--- src/rtl/approx_mult_pipe_if.sv ---
// Handshake and data bundle for approx_mult_pipe.
// master = producer/consumer side (drives operands, consumes results),
// slave  = the multiplier pipeline itself.
interface approx_mult_pipe_if #(
    parameter int W     = 8,
    parameter int TAG_W = 4,
    parameter int CNT_W = 16
);
    logic               in_valid;
    logic               in_ready;
    logic [W-1:0]       x;
    logic [W-1:0]       y;
    logic               mode;
    logic [TAG_W-1:0]   tag_in;
    logic               out_valid;
    logic               out_ready;
    logic [2*W-1:0]     z;
    logic [TAG_W-1:0]   tag_out;
    logic               mismatch;
    logic [CNT_W-1:0]   err_cnt;
    logic               cnt_clr;

    modport master (
        output in_valid, x, y, mode, tag_in, out_ready, cnt_clr,
        input  in_ready, out_valid, z, tag_out, mismatch, err_cnt
    );

    modport slave (
        input  in_valid, x, y, mode, tag_in, out_ready, cnt_clr,
        output in_ready, out_valid, z, tag_out, mismatch, err_cnt
    );
endinterface

--- src/rtl/approx_mult_pipe.sv ---
// Two-stage unsigned WxW multiplier with a per-transaction exact/approximate
// mode. Approximate mode drops the partial-product bits of the L low x rows
// that fall below column KEEP_COL. Stage 1 splits the product into the high
// rows, the truncated low rows and the exact low rows; stage 2 picks the sum
// and flags whether truncation changed the result. A saturating counter
// tracks how many delivered results were inexact.
module approx_mult_pipe #(
    parameter int W        = 8,
    parameter int L        = 2,
    parameter int KEEP_COL = 6,
    parameter int TAG_W    = 4,
    parameter int CNT_W    = 16
) (
    input  logic              clk,
    input  logic              rst,
    approx_mult_pipe_if.slave bus
);

    // Sum of the low-row partial-product bits that survive truncation.
    function automatic logic [2*W-1:0] f_trunc_rows(
        input logic [W-1:0] a_x,
        input logic [W-1:0] a_y
    );
        logic [2*W-1:0] v_sum;
        v_sum = '0;
        for (int i = 0; i < L; i++) begin
            for (int j = 0; j < W; j++) begin
                if ((i + j) >= KEEP_COL && a_x[i] && a_y[j]) begin
                    v_sum = v_sum + ((2*W)'(1) << (i + j));
                end
            end
        end
        return v_sum;
    endfunction

    // Increment that sticks at all-ones instead of wrapping.
    function automatic logic [CNT_W-1:0] f_sat_inc(input logic [CNT_W-1:0] a_cnt);
        return (a_cnt == {CNT_W{1'b1}}) ? a_cnt : a_cnt + 1'b1;
    endfunction

    logic [2*W-1:0]   w_y_ext;
    logic [2*W-1:0]   w_xh_ext;
    logic [2*W-1:0]   w_xl_ext;
    logic [2*W-1:0]   w_p_hi;
    logic [2*W-1:0]   w_c;
    logic [2*W-1:0]   w_e_lo;
    logic             w_s2_adv;
    logic             w_s1_adv;
    logic             w_accept;
    logic             w_out_hs;

    logic [2*W-1:0]   r_p_hi_p1;
    logic [2*W-1:0]   r_c_p1;
    logic [2*W-1:0]   r_e_lo_p1;
    logic             r_mode_p1;
    logic [TAG_W-1:0] r_tag_p1;
    logic             r_vld_p1;

    logic [2*W-1:0]   r_z_p2;
    logic [TAG_W-1:0] r_tag_p2;
    logic             r_mis_p2;
    logic             r_vld_p2;

    logic [CNT_W-1:0] r_err_cnt;

    // Stage 0: operand decomposition into high rows, truncated and exact low rows
    assign w_y_ext  = {{W{1'b0}}, bus.y};
    assign w_xh_ext = (2*W)'(bus.x[W-1:L]);
    assign w_xl_ext = (2*W)'(bus.x[L-1:0]);
    assign w_p_hi   = (w_y_ext * w_xh_ext) << L;
    assign w_e_lo   = w_y_ext * w_xl_ext;
    assign w_c      = f_trunc_rows(bus.x, bus.y);

    // Flow control: a stage moves when it is empty or the stage after it moves.
    assign w_s2_adv     = !r_vld_p2 || bus.out_ready;
    assign w_s1_adv     = !r_vld_p1 || w_s2_adv;
    assign w_accept     = bus.in_valid && w_s1_adv;
    assign w_out_hs     = r_vld_p2 && bus.out_ready;
    assign bus.in_ready = w_s1_adv;

    // Stage 1 occupancy flag.
    always_ff @(posedge clk or posedge rst) begin
        if (rst) begin
            r_vld_p1 <= 1'b0;
        end else if (w_s1_adv) begin
            r_vld_p1 <= w_accept;
        end
    end

    // Stage 1 data capture on accept; contents are don't-care while empty.
    always_ff @(posedge clk) begin
        if (w_accept) begin
            r_p_hi_p1 <= w_p_hi;
            r_c_p1    <= w_c;
            r_e_lo_p1 <= w_e_lo;
            r_mode_p1 <= bus.mode;
            r_tag_p1  <= bus.tag_in;
        end
    end

    // Stage 2: final sum, mismatch flag and tag; holds while stalled.
    always_ff @(posedge clk or posedge rst) begin
        if (rst) begin
            r_vld_p2 <= 1'b0;
            r_z_p2   <= '0;
            r_tag_p2 <= '0;
            r_mis_p2 <= 1'b0;
        end else if (w_s2_adv) begin
            r_vld_p2 <= r_vld_p1;
            if (r_vld_p1) begin
                r_z_p2   <= r_mode_p1 ? (r_p_hi_p1 + r_e_lo_p1) : (r_p_hi_p1 + r_c_p1);
                r_tag_p2 <= r_tag_p1;
                r_mis_p2 <= !r_mode_p1 && (r_c_p1 != r_e_lo_p1);
            end
        end
    end

    // Mismatch statistics: clear wins over a same-cycle counted delivery.
    always_ff @(posedge clk or posedge rst) begin
        if (rst) begin
            r_err_cnt <= '0;
        end else if (bus.cnt_clr) begin
            r_err_cnt <= '0;
        end else if (w_out_hs && r_mis_p2) begin
            r_err_cnt <= f_sat_inc(r_err_cnt);
        end
    end

    assign bus.out_valid = r_vld_p2;
    assign bus.z         = r_z_p2;
    assign bus.tag_out   = r_tag_p2;
    assign bus.mismatch  = r_mis_p2;
    assign bus.err_cnt   = r_err_cnt;

endmodule

--- src/flat_wrapper.sv ---
// flat-port wrapper written by rule: the top's interface ports become plain ports
module approx_mult_pipe_flat 
#(
    parameter int W        = 8,
    parameter int L        = 2,
    parameter int KEEP_COL = 6,
    parameter int TAG_W    = 4,
    parameter int CNT_W    = 16
)
  (clk, rst, bus_in_valid, bus_x, bus_y, bus_mode, bus_tag_in, bus_out_ready, bus_cnt_clr, bus_in_ready, bus_out_valid, bus_z, bus_tag_out, bus_mismatch, bus_err_cnt);
  approx_mult_pipe_if #(.W(W), .TAG_W(TAG_W), .CNT_W(CNT_W)) bus_i ();
  input  logic clk;
  input  logic rst;
  input wire logic [$bits(bus_i.in_valid)-1:0] bus_in_valid;
  input wire logic [$bits(bus_i.x)-1:0] bus_x;
  input wire logic [$bits(bus_i.y)-1:0] bus_y;
  input wire logic [$bits(bus_i.mode)-1:0] bus_mode;
  input wire logic [$bits(bus_i.tag_in)-1:0] bus_tag_in;
  input wire logic [$bits(bus_i.out_ready)-1:0] bus_out_ready;
  input wire logic [$bits(bus_i.cnt_clr)-1:0] bus_cnt_clr;
  output wire logic [$bits(bus_i.in_ready)-1:0] bus_in_ready;
  output wire logic [$bits(bus_i.out_valid)-1:0] bus_out_valid;
  output wire logic [$bits(bus_i.z)-1:0] bus_z;
  output wire logic [$bits(bus_i.tag_out)-1:0] bus_tag_out;
  output wire logic [$bits(bus_i.mismatch)-1:0] bus_mismatch;
  output wire logic [$bits(bus_i.err_cnt)-1:0] bus_err_cnt;
  assign bus_i.in_valid = bus_in_valid;
  assign bus_i.x = bus_x;
  assign bus_i.y = bus_y;
  assign bus_i.mode = bus_mode;
  assign bus_i.tag_in = bus_tag_in;
  assign bus_i.out_ready = bus_out_ready;
  assign bus_i.cnt_clr = bus_cnt_clr;
  assign bus_in_ready = bus_i.in_ready;
  assign bus_out_valid = bus_i.out_valid;
  assign bus_z = bus_i.z;
  assign bus_tag_out = bus_i.tag_out;
  assign bus_mismatch = bus_i.mismatch;
  assign bus_err_cnt = bus_i.err_cnt;
  approx_mult_pipe #(.W(W), .L(L), .KEEP_COL(KEEP_COL), .TAG_W(TAG_W), .CNT_W(CNT_W)) u_core (.clk(clk), .rst(rst), .bus(bus_i));
endmodule
--- config.mk ---
export PLATFORM = sky130hd
export DESIGN_NAME = approx_mult_pipe_flat
export DESIGN_NICKNAME = d
export VERILOG_FILES = /design/src/rtl/approx_mult_pipe_if.sv /design/src/rtl/approx_mult_pipe.sv /design/src/flat_wrapper.sv
export SDC_FILE = /design/constraint.sdc
export NUM_CORES = 1
export LEC_CHECK = 0
export ABC_AREA = 1
export CORE_UTILIZATION = 58
export DETAILED_ROUTE_END_ITERATION = 7
export PLACE_DENSITY = 0.82
export REMOVE_ABC_BUFFERS = 1
export SLEW_MARGIN = 25
export SYNTH_ARGS = -nofsm -noshare
export SYNTH_HDL_FRONTEND = slang
export SYNTH_SLANG_ARGS = --single-unit
export TNS_END_PERCENT = 5
--- constraint.sdc ---
create_clock -name clk -period 2.8 [get_ports clk]
set_clock_uncertainty 0.05 [all_clocks]
set_input_delay 0.56 -clock clk [delete_from_list [all_inputs] [get_ports clk]]
set_output_delay 0.56 -clock clk [all_outputs]
set_load 0.005 [all_outputs]
# == Yosys cells after proc, flatten, opt, wreduce, memory -nomap -nowiden ==
# Cells that the tools add are included.
# classes
n_addsub,7
n_reduce_logical,17
n_mul,2
eq_ne,3
n_mux,9
# ops
operator,n
$mux 16,8
$add 16x16->16,2
$add 16x8->16 const B,2
$add 16x1->16 const B,1
$add 16x7->16 const B,1
$add 16x9->16 const B,1
$eq 16x16->1 const B,1
$ne 16x16->1,1
$mul 8x6->14,1
$mul 8x2->10,1
$logic_and 1x1->1,9
$mux 7,1
$reduce_and 2->1,2
$logic_not 1->1,3
$logic_or 1x1->1,2
$ne 2x2->1 const B,1
$reduce_bool 2->1,1
# totals
in_bits,26
elab_cells,49
out_inout_bits,39
reg_bits,90

# == Depth between registers and ports, before layout ==
# logic_depth
ltp_word,10
mapped_depth,16
ltp_nobuf,15

# == Worst setup path before layout ==
# OpenSTA, ideal clock, no wires.
# synth_timing
kind,input to register
from,input bus_y[1]
to,register u_core.r_p_hi_p1[11] (data pin)
setup_slack_ps,-930
required_time_ps,2488
t_arrival_ps,3418
path_buffers,1
setup_ps,262
stages,11
path_cell_list,clkbuf_1 nand2_1 fa_1 fa_1 fa_1 inv_1 ha_1 nand2_1 o21ai_0 a21oi_1 xor2_1
# synth_via
elab_chain_len,1
# synth_lines
element,line_no,text
from (decl),flat_wrapper.sv:16,input wire logic [$bits(bus_i.y)-1:0] bus_y;
$mul 8x6->14,approx_mult_pipe.sv:70,assign w_p_hi = (w_y_ext * w_xh_ext) << L;
via u_core.w_p_hi[11],approx_mult_pipe.sv:44,logic [2*W-1:0] w_p_hi;
to (signal assigned),approx_mult_pipe.sv:93,r_p_hi_p1 <= w_p_hi;
to (decl),approx_mult_pipe.sv:52,logic [2*W-1:0] r_p_hi_p1;
# The timed path passes the listed nets, and every way through them passes these cells.
# A chain may end at the register's enable or synchronous reset.

# == Worst setup path after layout ==
# layout_timing
from,input bus_x[2]
to,register u_core.r_p_hi_p1[12] (data pin)
# layout_via
elab_chain_len,1
# layout_lines
element,line_no,text
from (decl),flat_wrapper.sv:15,input wire logic [$bits(bus_i.x)-1:0] bus_x;
$mul 8x6->14,approx_mult_pipe.sv:70,
via u_core.w_p_hi[12],approx_mult_pipe.sv:44,
# The timed path passes the listed nets, and every way through them passes these cells.

==> run summary <==
For this run, the post-layout net count is 966. In the post-route analysis, the smallest setup slack over all paths is -0.423 ns. The routed design could run at a clock period as short as 3.22 ns. The async set or reset register ratio after synthesis came out at 53.4%. The worst hold path belongs to the class reg2reg.

The total overflow left after global routing is 0. The synthesized netlist contains 33 unique library cells. The actual slew at the worst max-slew pin came out at 0.502 ns. Across every metal layer, demand over resource in global routing totals 27.9%. The worst setup slack before clock tree synthesis came out at -1.55 ns. The area of the mapped netlist came out at 5860 µm². After floorplanning, the core was divided into 36 placement rows. The violation count after the first detailed-route iteration came out at 261.

The maximum count of clock buffers along a single path came out at 2. The number of global-route vias before repair was 5085. The first TritonRoute pass finished after 5 iterations. The total wirelength of the detailed-routed design is 13.7 mm.

The count of buffers added on input and output ports is 64. The most used flip-flop cell after synthesis is dfrtp_1. The die width came out at 102 µm.

The leakage power total came out at 3.88 nW. The setup path with the least slack is of type in2reg. The number of pins exceeding their max-slew limit in the final report is 0. The final weighted congestion of routability-driven global placement came out at 0.938. Of the synthesized area, sequential elements account for 34.1%. The TritonCTS buffer count is 9. The signal on the critical path passes through buf_8 -> buf_4 -> buf_4 -> nand2_1 -> inv_1 -> fa_1 -> ha_4 -> inv_1 -> fa_2 -> inv_1 -> ha_1 -> nand2_2 -> o21ai_2 -> nand4_1 -> nand2_1 -> xor2_1.

The count of maximum capacitance violations is 0. The HPWL reported at the end of detailed placement came out at 9.96 mm. Of the cells placed in the final design, the portion with a size suffix greater than 1 is 17.4%. Setup repair after global routing could not meet its margin everywhere.

The endpoint required time on the critical path came out at 2.86 ns. The nature of the critical path startpoint is an input port. The library cell used most frequently in the layout, excluding fill and tap cells, is nand2_1. The routed layout has 5206 vias. The number of hold violations in the final report is 0. Setup violations remaining at the end of the flow were counted as 10.

By instance count, the cell type seen most on the critical path is inv_1. The starting density of the core came out at 59.9%. The area enclosed by the die boundary is 10500 µm².

The level count of the clock H-tree came out at 3. The clock transition at the registers of the reported paths is 0.07 ns. The number of antenna repair diodes is 0.

The later-pin clock latency in the skew report is 0.36 ns. The largest net degree at the start of global routing came out at 40. During synthesis, Yosys emitted a total of 0 warnings. In the layout the commonest cells are 238 x nand2_1, 140 x inv_1, 50 x clkdlybuf4s50_1, 46 x buf_4, 44 x nand3_1.

Power spread over the standard cell area amounts to 613 nW/µm². The core box area is 9770 µm². The number of flops mapped to enable cells by yosys came out at 34. The flow ran to the end, but the final reports show violations. The number of antenna violations at the first check in global routing came out at 0. The antenna violation net count after detailed routing is 0. Fill cells in the final layout number 689. The per-cell routed wire length came out at 13.6 µm. Using the TritonRoute via totals, the vias-per-cell ratio works out to 5.16.

The worst supply voltage drop on vdd is 0.000345 V. The final hold slack came out at 0.390 ns. Summing internal, switching and leakage power gives 0.00454 W. The cell count after synthesis came out at 772. The data arrival time of the critical path came out at 3.28 ns. The root buffer cell chosen for the clock tree is clkbuf_8. The wire length of the first global-routing pass came out at 22.6 mm. The stage delay of the slowest cell on the critical path came out at 0.60 ns. The worst hold path stage count came out at 2.

The library cell contributing the largest single delay on the critical path is fa_1. The mean instance size in the synthesized netlist is 7.59 µm². The fraction of the cycle the final worst path needs came out at 115%. The logic depth of the worst register-to-register path came out at 13. The final reports fail on setup timing. In this run, synthesis produced a sequential element count of 73. The worst slew margin relative to its limit came out at 66.5%. Along the worst path, the maximum fanout reaches 4. The count of hold buffers inserted by post-cts repair came out at 0. TritonCTS built the clock tree. The type of element capturing the critical path is a flop.

The layout overhead on the synthesized area is 26.5%. The number of top-level design ports came out at 65. Counting every sink on the clock net gives 73. After detailed routing, the number of remaining DRC violations is 0. The height of the chip came out at 102 µm. The maximum frequency from static timing analysis came out at 310 MHz.
critical path, delay by kind of cell:
kind                     cells  cell delay (ns)
AO/OA/AOI/OAI                1             0.17
AND/OR/NAND/NOR              4             0.34
buffers and inverters        6             0.53
adder cells (fa/ha/maj)      4             1.60
XOR/XNOR                     1             0.06
repair_timing:
item                       in CTS  in global routing
pin swaps                      46                 17
setup endpoints to repair      10                 10
resized for setup             141                 15
buffers inserted                3                  1
cell usage after synthesis (2+ instances only):
cell	number	area, µm²
buf_2	7	35.0
xnor2_1	5	43.8
o21bai_1	5	37.5
a21oi_1	16	80.1
dfrtp_1	39	976
fa_1	27	541
xor2_1	21	184
nand2_1	256	961
clkbuf_1	15	56.3
or2_2	5	31.3
o21ai_2	6	52.6
edfxtp_1	34	1020
ha_1	42	526
nor2_1	37	139
nor3_1	2	10.0
nand4_1	16	100
inv_1	152	571
o21ai_0	21	105
nand3_1	47	235
nand3b_1	3	22.5
mux2_2	3	33.8
or2_0	2	12.5
final cells by class:
class | instances | area (µm²) | area share (%)
Tap cell | 133 | 166 | 2.25
Timing Repair Buffer | 112 | 1030 | 14.0
Inverter | 153 | 574 | 7.75
Clock buffer | 9 | 124 | 1.67
Clock inverter | 7 | 71.3 | 0.962
Sequential cell | 73 | 2000 | 26.9
Multi-Input combinational cell | 522 | 3440 | 46.5
where the power goes:
group	total [W]	switching, W	internal, W
Sequential	0.00152	0.000131	0.00139
Combinational	0.00221	0.00118	0.00103
Clock	0.000808	0.000399	0.000409
path summary, 6_finish.rpt:
kind                                               from                                  to  slack [ns]
setup / recovery                               bus_x[2]      u_core.r_p_hi_p1[12]$_DFFE_PP_       -0.42
hold / removal             u_core.r_tag_p1[2]$_DFFE_PP_   u_core.bus.tag_out[2]$_DFFE_PP0P_        0.39
setup reg to reg             u_core.r_mode_p1$_DFFE_PP_        u_core.bus.z[10]$_DFFE_PP0P_        0.48
hold reg to reg            u_core.r_tag_p1[2]$_DFFE_PP_   u_core.bus.tag_out[2]$_DFFE_PP0P_        0.39
max in group asynchronous                           rst  u_core.bus.err_cnt[13]$_DFFE_PP0P_        1.78
min in group asynchronous                           rst   u_core.bus.err_cnt[1]$_DFFE_PP0P_        0.58
state kept, by name, summed over array words and instances, names as in the netlist:
register and cells:
u_core.r_mode_p1 1, u_core.r_p_hi_p1 14, u_core.r_vld_p1 1, u_core.bus.mismatch 1, u_core.r_e_lo_p1 10, u_core.r_c_p1 5, u_core.r_tag_p1 4, u_core.bus.err_cnt 16
u_core.bus.z 16, u_core.bus.tag_out 4, u_core.bus.out_valid 1
routing by layer:
metal / vias up / global-route usage [%] / wire [µm]
met5: - / 0 / 0
met4: 0 / 13.2 / 594
met3: 49 / 5.49 / 575
met2: 157 / 50.5 / 7070
met1: 2416 / 31.4 / 5450
li1: 2584 / - / -
per-stage QoR:
step | TNS, ns | area [µm²] | std cells | utilization (%)
final | -3.55 | 7410 | 1009 | 75.8
after global routing | -3.94 | 7410 | 1009 | 75.8
after CTS | -2.63 | 7350 | 1008 | 75.2
after detailed placement | -14.13 | 6880 | 989 | 70.4
after global placement | -12.79 | 6880 | 989 | 70.4
after floorplan | -5.09 | 5740 | 748 | -
cell families (layout without fill, tap and decap cells):
logic type / count (synthesis) / in the layout / share of synthesized area, %
adder cells (fa/ha/maj): 69 / 69 / 18.2
AND/OR/NAND/NOR: 372 / 372 / 26.2
XOR/XNOR: 26 / 26 / 3.89
flip-flops: 73 / 73 / 34.1
AO/OA/AOI/OAI: 52 / 52 / 5.19
multiplexers: 3 / 3 / 0.577
buffers and inverters: 177 / 281 / 11.8
Power figures use the tool's default switching activity.
